## src/rtl/mem_hs_ctrl_pkg.sv

```systemverilog
// mem_hs_ctrl_pkg: shared size defaults, FSM encoding and the byte-merge helper.
package mem_hs_ctrl_pkg;
    localparam int DEPTH_DEF = 16;
    localparam int WIDTH_DEF = 16;
    localparam int MERGE_W = 512;
    localparam int MERGE_BE = MERGE_W / 8;

    typedef enum logic {ST_INIT = 1'b0, ST_RUN = 1'b1} state_t;

    // Generic-width merge; callers widen their operands to MERGE_W and truncate the result.
    function automatic logic [MERGE_W-1:0] merge_bytes(
        input logic [MERGE_W-1:0]  old_w,
        input logic [MERGE_W-1:0]  new_w,
        input logic [MERGE_BE-1:0] be
    );
        logic [MERGE_W-1:0] m;
        for (int k = 0; k < MERGE_BE; k++) m[8*k +: 8] = be[k] ? new_w[8*k +: 8] : old_w[8*k +: 8];
        return m;
    endfunction
endpackage

```

## src/rtl/mem_hs_array.sv

```systemverilog
// mem_hs_array: word storage with one write port and a combinational read port;
// defining MEM_PARITY_EN adds one even-parity bit per word.
module mem_hs_array #(
    parameter int DEPTH      = 16,
    parameter int WIDTH      = 16,
    parameter int ADDR_WIDTH = $clog2(DEPTH)
) (
    input  logic                  clk,
    input  logic                  i_we,
    input  logic [ADDR_WIDTH-1:0] i_addr,
    input  logic [WIDTH-1:0]      i_wdata,
    output logic [WIDTH-1:0]      o_rdata,
    output logic                  o_perr
);
    logic [WIDTH-1:0] r_mem [DEPTH];
    logic             w_in_range;

    assign w_in_range = 32'(i_addr) < DEPTH;

    always_ff @(posedge clk)
        if (i_we && w_in_range) r_mem[i_addr] <= i_wdata;

    assign o_rdata = w_in_range ? r_mem[i_addr] : '0;

`ifdef MEM_PARITY_EN
    logic [DEPTH-1:0] r_par;

    always_ff @(posedge clk)
        if (i_we && w_in_range) r_par[i_addr] <= ^i_wdata;

    assign o_perr = w_in_range && (r_par[i_addr] ^ (^r_mem[i_addr]));
`else
    assign o_perr = 1'b0;
`endif
endmodule

```

## src/rtl/mem_hs_ctrl.sv

```systemverilog
// mem_hs_ctrl: handshaked single-port memory with byte enables, post-reset clear and
// out-of-range error; MEM_PARITY_EN adds per-word parity checking on reads.
import mem_hs_ctrl_pkg::*;

module mem_hs_ctrl #(
    parameter int DEPTH      = DEPTH_DEF,
    parameter int WIDTH      = WIDTH_DEF,
    parameter int ADDR_WIDTH = $clog2(DEPTH),
    parameter int BE_WIDTH   = WIDTH / 8
) (
    input  logic                  clk,
    input  logic                  rst,
    input  logic                  req_valid_i,
    output logic                  req_ready_o,
    input  logic                  req_we_i,
    input  logic [ADDR_WIDTH-1:0] req_addr_i,
    input  logic [WIDTH-1:0]      req_wdata_i,
    input  logic [BE_WIDTH-1:0]   req_be_i,
    output logic                  rsp_valid_o,
    input  logic                  rsp_ready_i,
    output logic [WIDTH-1:0]      rsp_rdata_o,
    output logic                  rsp_err_o,
    output logic                  init_done_o
);
    state_t                r_state, w_next;
    logic [ADDR_WIDTH-1:0] r_clr_cnt;
    logic                  w_in_range, w_accept, w_rd_acc, w_we, w_perr;
    logic [ADDR_WIDTH-1:0] w_addr;
    logic [WIDTH-1:0]      w_wdata, w_rdata;

    always_ff @(posedge clk)
        if (rst) r_state <= ST_INIT;
        else     r_state <= w_next;

    always_comb
        w_next = (r_state == ST_INIT && r_clr_cnt == ADDR_WIDTH'(DEPTH - 1)) ? ST_RUN : r_state;

    always_comb begin
        req_ready_o = (r_state == ST_RUN) && (!rsp_valid_o || rsp_ready_i);
        init_done_o = r_state == ST_RUN;
    end

    always_ff @(posedge clk)
        if (rst)                     r_clr_cnt <= '0;
        else if (r_state == ST_INIT) r_clr_cnt <= r_clr_cnt + 1'b1;

    assign w_in_range = 32'(req_addr_i) < DEPTH;
    assign w_accept   = req_valid_i && req_ready_o;
    assign w_rd_acc   = w_accept && !req_we_i;

    // The single port is owned by the clear sequence during INIT, by the request otherwise.
    assign w_we    = !rst && (r_state == ST_INIT || (w_accept && req_we_i && w_in_range));
    assign w_addr  = (r_state == ST_INIT) ? r_clr_cnt : req_addr_i;
    assign w_wdata = (r_state == ST_INIT) ? '0 :
                     WIDTH'(merge_bytes(MERGE_W'(w_rdata), MERGE_W'(req_wdata_i), MERGE_BE'(req_be_i)));

    mem_hs_array #(.DEPTH(DEPTH), .WIDTH(WIDTH), .ADDR_WIDTH(ADDR_WIDTH)) u_arr (
        .clk     (clk),
        .i_we    (w_we),
        .i_addr  (w_addr),
        .i_wdata (w_wdata),
        .o_rdata (w_rdata),
        .o_perr  (w_perr)
    );

    always_ff @(posedge clk)
        if (rst) begin
            rsp_valid_o <= 1'b0;
            rsp_rdata_o <= '0;
            rsp_err_o   <= 1'b0;
        end else if (w_rd_acc) begin
            rsp_valid_o <= 1'b1;
            rsp_rdata_o <= w_rdata;
            rsp_err_o   <= !w_in_range || w_perr;
        end else if (rsp_ready_i) begin
            rsp_valid_o <= 1'b0;
        end
endmodule

```

## config.mk

```make
export PLATFORM = sky130hd
export DESIGN_NAME = mem_hs_ctrl
export DESIGN_NICKNAME = d
export VERILOG_FILES = /design/src/rtl/mem_hs_ctrl_pkg.sv /design/src/rtl/mem_hs_array.sv /design/src/rtl/mem_hs_ctrl.sv
export SDC_FILE = /design/constraint.sdc
export NUM_CORES = 1
export LEC_CHECK = 0
export ABC_AREA = 1
export ABC_CLOCK_PERIOD_IN_PS = 3670
export CORE_UTILIZATION = 31
export CTS_CLUSTER_SIZE = 40
export DETAILED_ROUTE_END_ITERATION = 10
export SLEW_MARGIN = 25
export SYNTH_ARGS = -nofsm -noshare
export SYNTH_HDL_FRONTEND = slang
export SYNTH_SLANG_ARGS = --single-unit
```

## constraint.sdc

```tcl
create_clock -name clk -period 3.67 [get_ports clk]
set_clock_uncertainty 0.1 [all_clocks]
set_input_delay 0.734 -clock clk [delete_from_list [all_inputs] [get_ports clk]]
set_output_delay 0.734 -clock clk [all_outputs]
set_load 0.03 [all_outputs]
```

# [Word-level counts from Yosys, hierarchy flattened]
# Memories as Yosys holds them, arrays and structs flattened.
# Index checks and enable logic that the tools add are counted.
[op_classes] n_reduce_logical=12 bitwise=1 n_addsub=1 muxes=8 n_eq_ne=1
[ops] cell="2-to-1 mux 16 bit" n=1
[ops] cell="2-to-1 mux 8 bit" n=2
[ops] cell="logical AND 1 bit" n=6
[ops] cell="adder 4 x 1 -> 4 bit, second input constant" n=1
[ops] cell="equality test 4 bit, second input constant" n=1
[ops] cell="2-to-1 mux 1 bit" n=4
[ops] cell="2-to-1 mux 4 bit" n=1
[ops] cell="zero test 1 bit" n=3
[ops] cell="logical OR 1 bit" n=2
[ops] cell="nonzero test 2 bit" n=1
[ops] cell="NOT 1 bit" n=1
[totals] memories=1 elab_cells=28 out_inout_bits=20 in_bits=27 mem_bits_rw=256 reg_bits=22
[mem_list] memory="u_arr.r_mem" depth=16 width=16 read_ports=1 rd_clocked_by_memory_dff=0 write_ports=1 line="mem_hs_array.sv:15" rtl="logic [WIDTH-1:0] r_mem [DEPTH];"

# [Logic depth before layout (Yosys ltp)]
[logic_depth] word_depth=9 ltp_mapped=15 mapped_depth_nobuf=12

# [Modules after synthesis]
# A second synthesis with hierarchy kept.
[hier_totals] hier_cells=1260 hier_area_um2=12079.1
[modules_own_cells] module="mem_hs_array" cells_per_inst=1056 area_each_um2=10842.9 n_inst=1
[modules_own_cells] module="mem_hs_ctrl" cells_per_inst=204 area_each_um2=1236.2 n_inst=1

# [Worst setup path after synthesis]
# No wires, ideal clock.
[synth_path] path_kind="input -> register" start="in rsp_ready_i" end="mem u_arr.r_mem[0][0], enable pin" setup_slack_ns=0.796 stages=6 path_buffers=0 t_arrival_ns=2.386 cell_sequence="inv_1 > a21oi_2 > nand3_1 > a21oi_1 > nand3_1 > nor2_1"
[synth_via] elab_chain_cells=8
[synth_rtl] item="from (decl)" line="mem_hs_ctrl.sv:20" rtl="input logic rsp_ready_i,"
[synth_rtl] item="logical OR 1 bit" line="mem_hs_ctrl.sv:39" rtl="req_ready_o = (r_state == ST_RUN) && (!rsp_valid_o || rsp_ready_i);"
[synth_rtl] item="logical AND 1 bit" line="mem_hs_ctrl.sv:39"
[synth_rtl] item="net req_ready_o" line="mem_hs_ctrl.sv:14" rtl="output logic req_ready_o,"
[synth_rtl] item="logical AND 1 bit" line="mem_hs_ctrl.sv:48" rtl="assign w_accept = req_valid_i && req_ready_o;"
[synth_rtl] item="logical AND 1 bit" line="mem_hs_ctrl.sv:52" rtl="assign w_we = !rst && (r_state == ST_INIT || (w_accept && req_we_i && w_in_range));"
[synth_rtl] item="logical OR 1 bit" line="mem_hs_ctrl.sv:52"
[synth_rtl] item="logical AND 1 bit" line="mem_hs_ctrl.sv:52"
[synth_rtl] item="2-to-1 mux 1 bit" line="mem_hs_array.sv:21" rtl="if (i_we && w_in_range) r_mem[i_addr] <= i_wdata;"
[synth_rtl] item="2-to-1 mux 1 bit (implied by the code)" line="mem_hs_array.sv:21"
[synth_rtl] item="to (decl)" line="mem_hs_array.sv:15"
# The timed path passes the listed nets, and every way through them passes these cells.

# [Worst setup path in the final report]
[layout_path] start="reg r_state (netlist: init_done_o)" end="mem u_arr.r_mem[14][14], data pin"
[layout_via] elab_chain_cells=4
[layout_rtl] item="from (decl)" line="mem_hs_ctrl.sv:25" rtl="state_t r_state, w_next;"
[layout_rtl] item="from (signal assigned)" line="mem_hs_ctrl.sv:33" rtl="else r_state <= w_next;"
[layout_rtl] item="2-to-1 mux 4 bit" line="mem_hs_ctrl.sv:53" rtl="assign w_addr = (r_state == ST_INIT) ? r_clr_cnt : req_addr_i;"
[layout_rtl] item="memory (16 x 16 bit)"
[layout_rtl] item="2-to-1 mux 8 bit" line="mem_hs_ctrl_pkg.sv:17" rtl="for (int k = 0; k < MERGE_BE; k++) m[8*k +: 8] = be[k] ? new_w[8*k +: 8] : old_w[8*k +: 8];"
[layout_rtl] item="2-to-1 mux 16 bit *" line="mem_hs_ctrl.sv:54" rtl="assign w_wdata = (r_state == ST_INIT) ? '0 :"
[layout_rtl] item="net u_arr.i_wdata[14]" line="mem_hs_array.sv:11" rtl="input logic [WIDTH-1:0] i_wdata,"
# Mark *: on every way through the listed nets, which the timed path passes. The rest lies on a longest branch.

==> impl_metrics.yaml <==
place:
  gp_congestion: 0.830
  post-dp-hpwl_um: 20500
  port-buffer-count: 45
  placed_area_um2: 14500
  placedCellCount: 2037
finish:
  n_antenna_cell: 0
  fin_nets: 1565
  multiInputGateArea_um2: 3510
  regArea_um2: 8130
  fillers: 3950
  fin_cells: 2091
  areaGrowthSynthToFinish_pct: 21.4
  drive_gt1_share_pct: 10.6
  design_area_um2: 15600
clocking:
  htreeDepth: 1
  clockRootBuffer: "clkbuf_16"
  clock_sinks: 278
  cts_hold_buf: 0
  cts_tree: "yes"
  clkTransAtPathRegs_ps: 60
  insertion_delay_ps: 550
  clockBufferDepth: 3
  ctsResizeCount: 0
  postCtsSetupRepairBufs: 0
  numCtsBuffers: 30
floorplan:
  die_y_um: 205
  rows: 74
  die_area_um2: 42200
  io_pins: 47
  die_w_um: 205
  initial_utilization_pct: 31.4
  core_region_area_um2: 40800
power:
  p_int_w: 0.00566
  p_sw_share_pct: 22.4
  p_seq_share_pct: 47.5
  p_switching_w: 0.00163
  pwr-share-clk_pct: 43.2
  peakVddDrop_v: 0.000376
  combPwrFrac_pct: 9.3
  power.leakage_nw: 7.15
  power.density_nw_per_um2: 469
yosys:
  yosysSeqAreaShare_pct: 63.4
  synthSimpleGateAreaFrac_pct: 25.2
  ys_warn_count: 0
  synth_top_area_share_pct: 59.9
  synth_nets: 1450
  avgSynthCellArea_um2: 9.02
  synth-xor-area-share_pct: 0
  synth_largest_area_cell: "edfxtp_1"
  async_reset_ff_share_pct: 0
  synth_top_family_by_area: "simple AND/OR/NAND/NOR gates"
  muxShareOfSynthArea_pct: 0
  ys.flop_type: "edfxtp_1"
  ys_seq_elements: 278
  ys_types: 27
  synth_common_cells: "586 x nand2_1, 256 x edfxtp_1, 236 x inv_1"
  synth_area_leaders: "edfxtp_1 60%, nand2_1 17%, inv_1 6.9%"
  postSynthCellCount: 1422
  yosys.area_share.adder_pct: 0.0976
  synth_compound_gate_area_share_pct: 1.77
  yosysMostFrequentCell: "nand2_1"
  syn_area_um2: 12800
  synth_edf_count: 256
routing:
  via_per_inst: 4.48
  drtIter0Drc: 542
  dr.pass1.iters: 5
  routed_wl_um: 32200
  route.detailed.drc: 0
  vias: 9377
  ant_nets: 0
  wl_per_cell_um: 15.4
critical_path:
  startpoint_type: "register"
  critPathArrivalTime_ps: 3380
  cp_slowest_cell: "nor2_1"
  r2r_cells: 12
  crit_chain: "inv_6 -> nand2_1 -> nand2_1 -> nand2_1 -> inv_2 -> buf_12 -> buf_4 -> nand2_1 -> nand2_1 -> nor2_1 -> nor2_1 -> nor2_1"
  crit_buf_inv: 4
  cp_common_cell: "nand2_1"
  critPathRequiredTime_ps: 3780
  slowest_delay_ps: 780
  r2r_setup_slack_ps: 390
  end_kind: "register"
  r2r_end: "u_arr.r_mem[14][14]$_DFFE_PP_"
  path_delay_family: "simple AND/OR/NAND/NOR gates"
  worstPathMaxFanout: 16
  crit_type: "register to register"
  r2r_start: "init_done_o$_SDFFE_PP0P_"
sta:
  min_period_over_period_pct: 89.3
  max-slew-margin-rel_pct: 31.1
  min_period_ps: 3280
  setup_viol: 0
  rsz0062_at_grt: "no"
  finalSetupTns_ps: 0
  hold_viol: 0
  worst_slew_pin_slew_ps: 1030
  finalMaxSlewViolations: 0
  fmax_mhz: 305
global_route:
  grt-ovfl-total: 0
  track_usage_pct: 15.8
  grt_max_degree: 81
  grt_pass1_wl_um: 51300
  antenna_found_initial: 0
  grt_pass1_vias: 9383
hold_path:
  hold_path_class: "register to register"
  whs_path_depth: 2
  holdCritStartpoint: "rsp_valid_o$_SDFFE_PP0P_"
  min_to: "rsp_valid_o$_SDFFE_PP0P_"
job:
  max_cap_viol_count: 0
run_status:
  outcome: "complete, no violations"
-- layout make-up --
class / instances / share of cell area [%]
tap: 532 / 4.28
inverter: 240 / 5.82
multi-input combinational: 842 / 22.6
sequential: 278 / 52.2
clock buffer: 35 / 5.08
clock inverter: 19 / 1.51
timing repair buffer: 145 / 8.52
-- through the flow --
step,setup slack [ps],util [%],hold WS [ps],total power [W]
after floorplan,796,-,358,0.00392
after global placement,-126,35.5,383,0.00420
after detailed placement,-126,35.5,391,0.00420
after CTS,325,38.1,399,0.00734
after global routing,155,38.1,426,0.00754
final,394,38.1,398,0.00729
-- layer usage --
metal  share of wire, %  vias to the layer above  global-route usage (%)
met5                  0                        -                       0
met3                4.4                       57                    1.87
met4                2.9                        0                    5.00
li1                   -                     4646                       -
met2                 47                      227                    26.5
met1                 45                     4447                    21.1
-- state kept, by name (all words and copies together) (netlist names) --
register / flops
init_done_o: 1
u_arr.r_mem: 256
rsp_valid_o: 1
r_clr_cnt: 4
rsp_rdata_o: 16
-- how the worst max path moves through the flow --
stage	cells after the start	to	start	slack [ps]
global route	12	u_arr.r_mem[10][10]$_DFFE_PP_	init_done_o$_SDFFE_PP0P_	160
CTS	12	u_arr.r_mem[14][14]$_DFFE_PP_	init_done_o$_SDFFE_PP0P_	330
floorplan	6	u_arr.r_mem[0][0]$_DFFE_PP_	rsp_ready_i	800
global placement	12	u_arr.r_mem[14][14]$_DFFE_PP_	req_addr_i[2]	-130
finish	12	u_arr.r_mem[14][14]$_DFFE_PP_	init_done_o$_SDFFE_PP0P_	390
detailed placement	13	u_arr.r_mem[13][2]$_DFFE_PP_	req_addr_i[0]	-130
-- worst register-to-register path: cells and delay by family, from the launching register on --
kind	cells	cell delay (ps)
and+or+nand+nor	8	1740
buffers and inverters	4	570
DFF	1	520
-- power by group through the flow --
stage                     clock network (W)  registers (W)  logic (W)
final                               0.00315        0.00346   0.000680
after global routing                0.00332        0.00346   0.000763
after CTS                           0.00320        0.00346   0.000682
after detailed placement                  0        0.00353   0.000677
after global placement                    0        0.00353   0.000674
after floorplan                           0        0.00353   0.000391
-- cell usage in the layout, fill, tap and decap left out, types with 3 or more instances in the layout --
cell | Yosys | routed
inv_1 | 236 | 235
nor2_2 | 3 | 14
nand2_1 | 586 | 586
inv_2 | 3 | 4
clkbuf_16 | 0 | 31
nand3_1 | 70 | 70
nor2_1 | 99 | 88
nand3b_1 | 32 | 32
buf_4 | 4 | 90
a21oi_1 | 6 | 6
clkdlybuf4s50_1 | 0 | 45
dfxtp_1 | 22 | 22
o21ai_0 | 33 | 33
bufinv_16 | 0 | 6
edfxtp_1 | 256 | 256
clkinv_1 | 0 | 11
nand2_2 | 4 | 3
buf_12 | 0 | 10
clkbuf_1 | 24 | 4
-- kinds of logic after synthesis --
family                     Yosys count
and+or+nand+nor                    797
buffers and inverters              302
DFF                                278
AOI/OAI and AO/OA                   43
other                                1
adders and majority gates            1
Note: power is estimated with default switching activity, not from simulation.
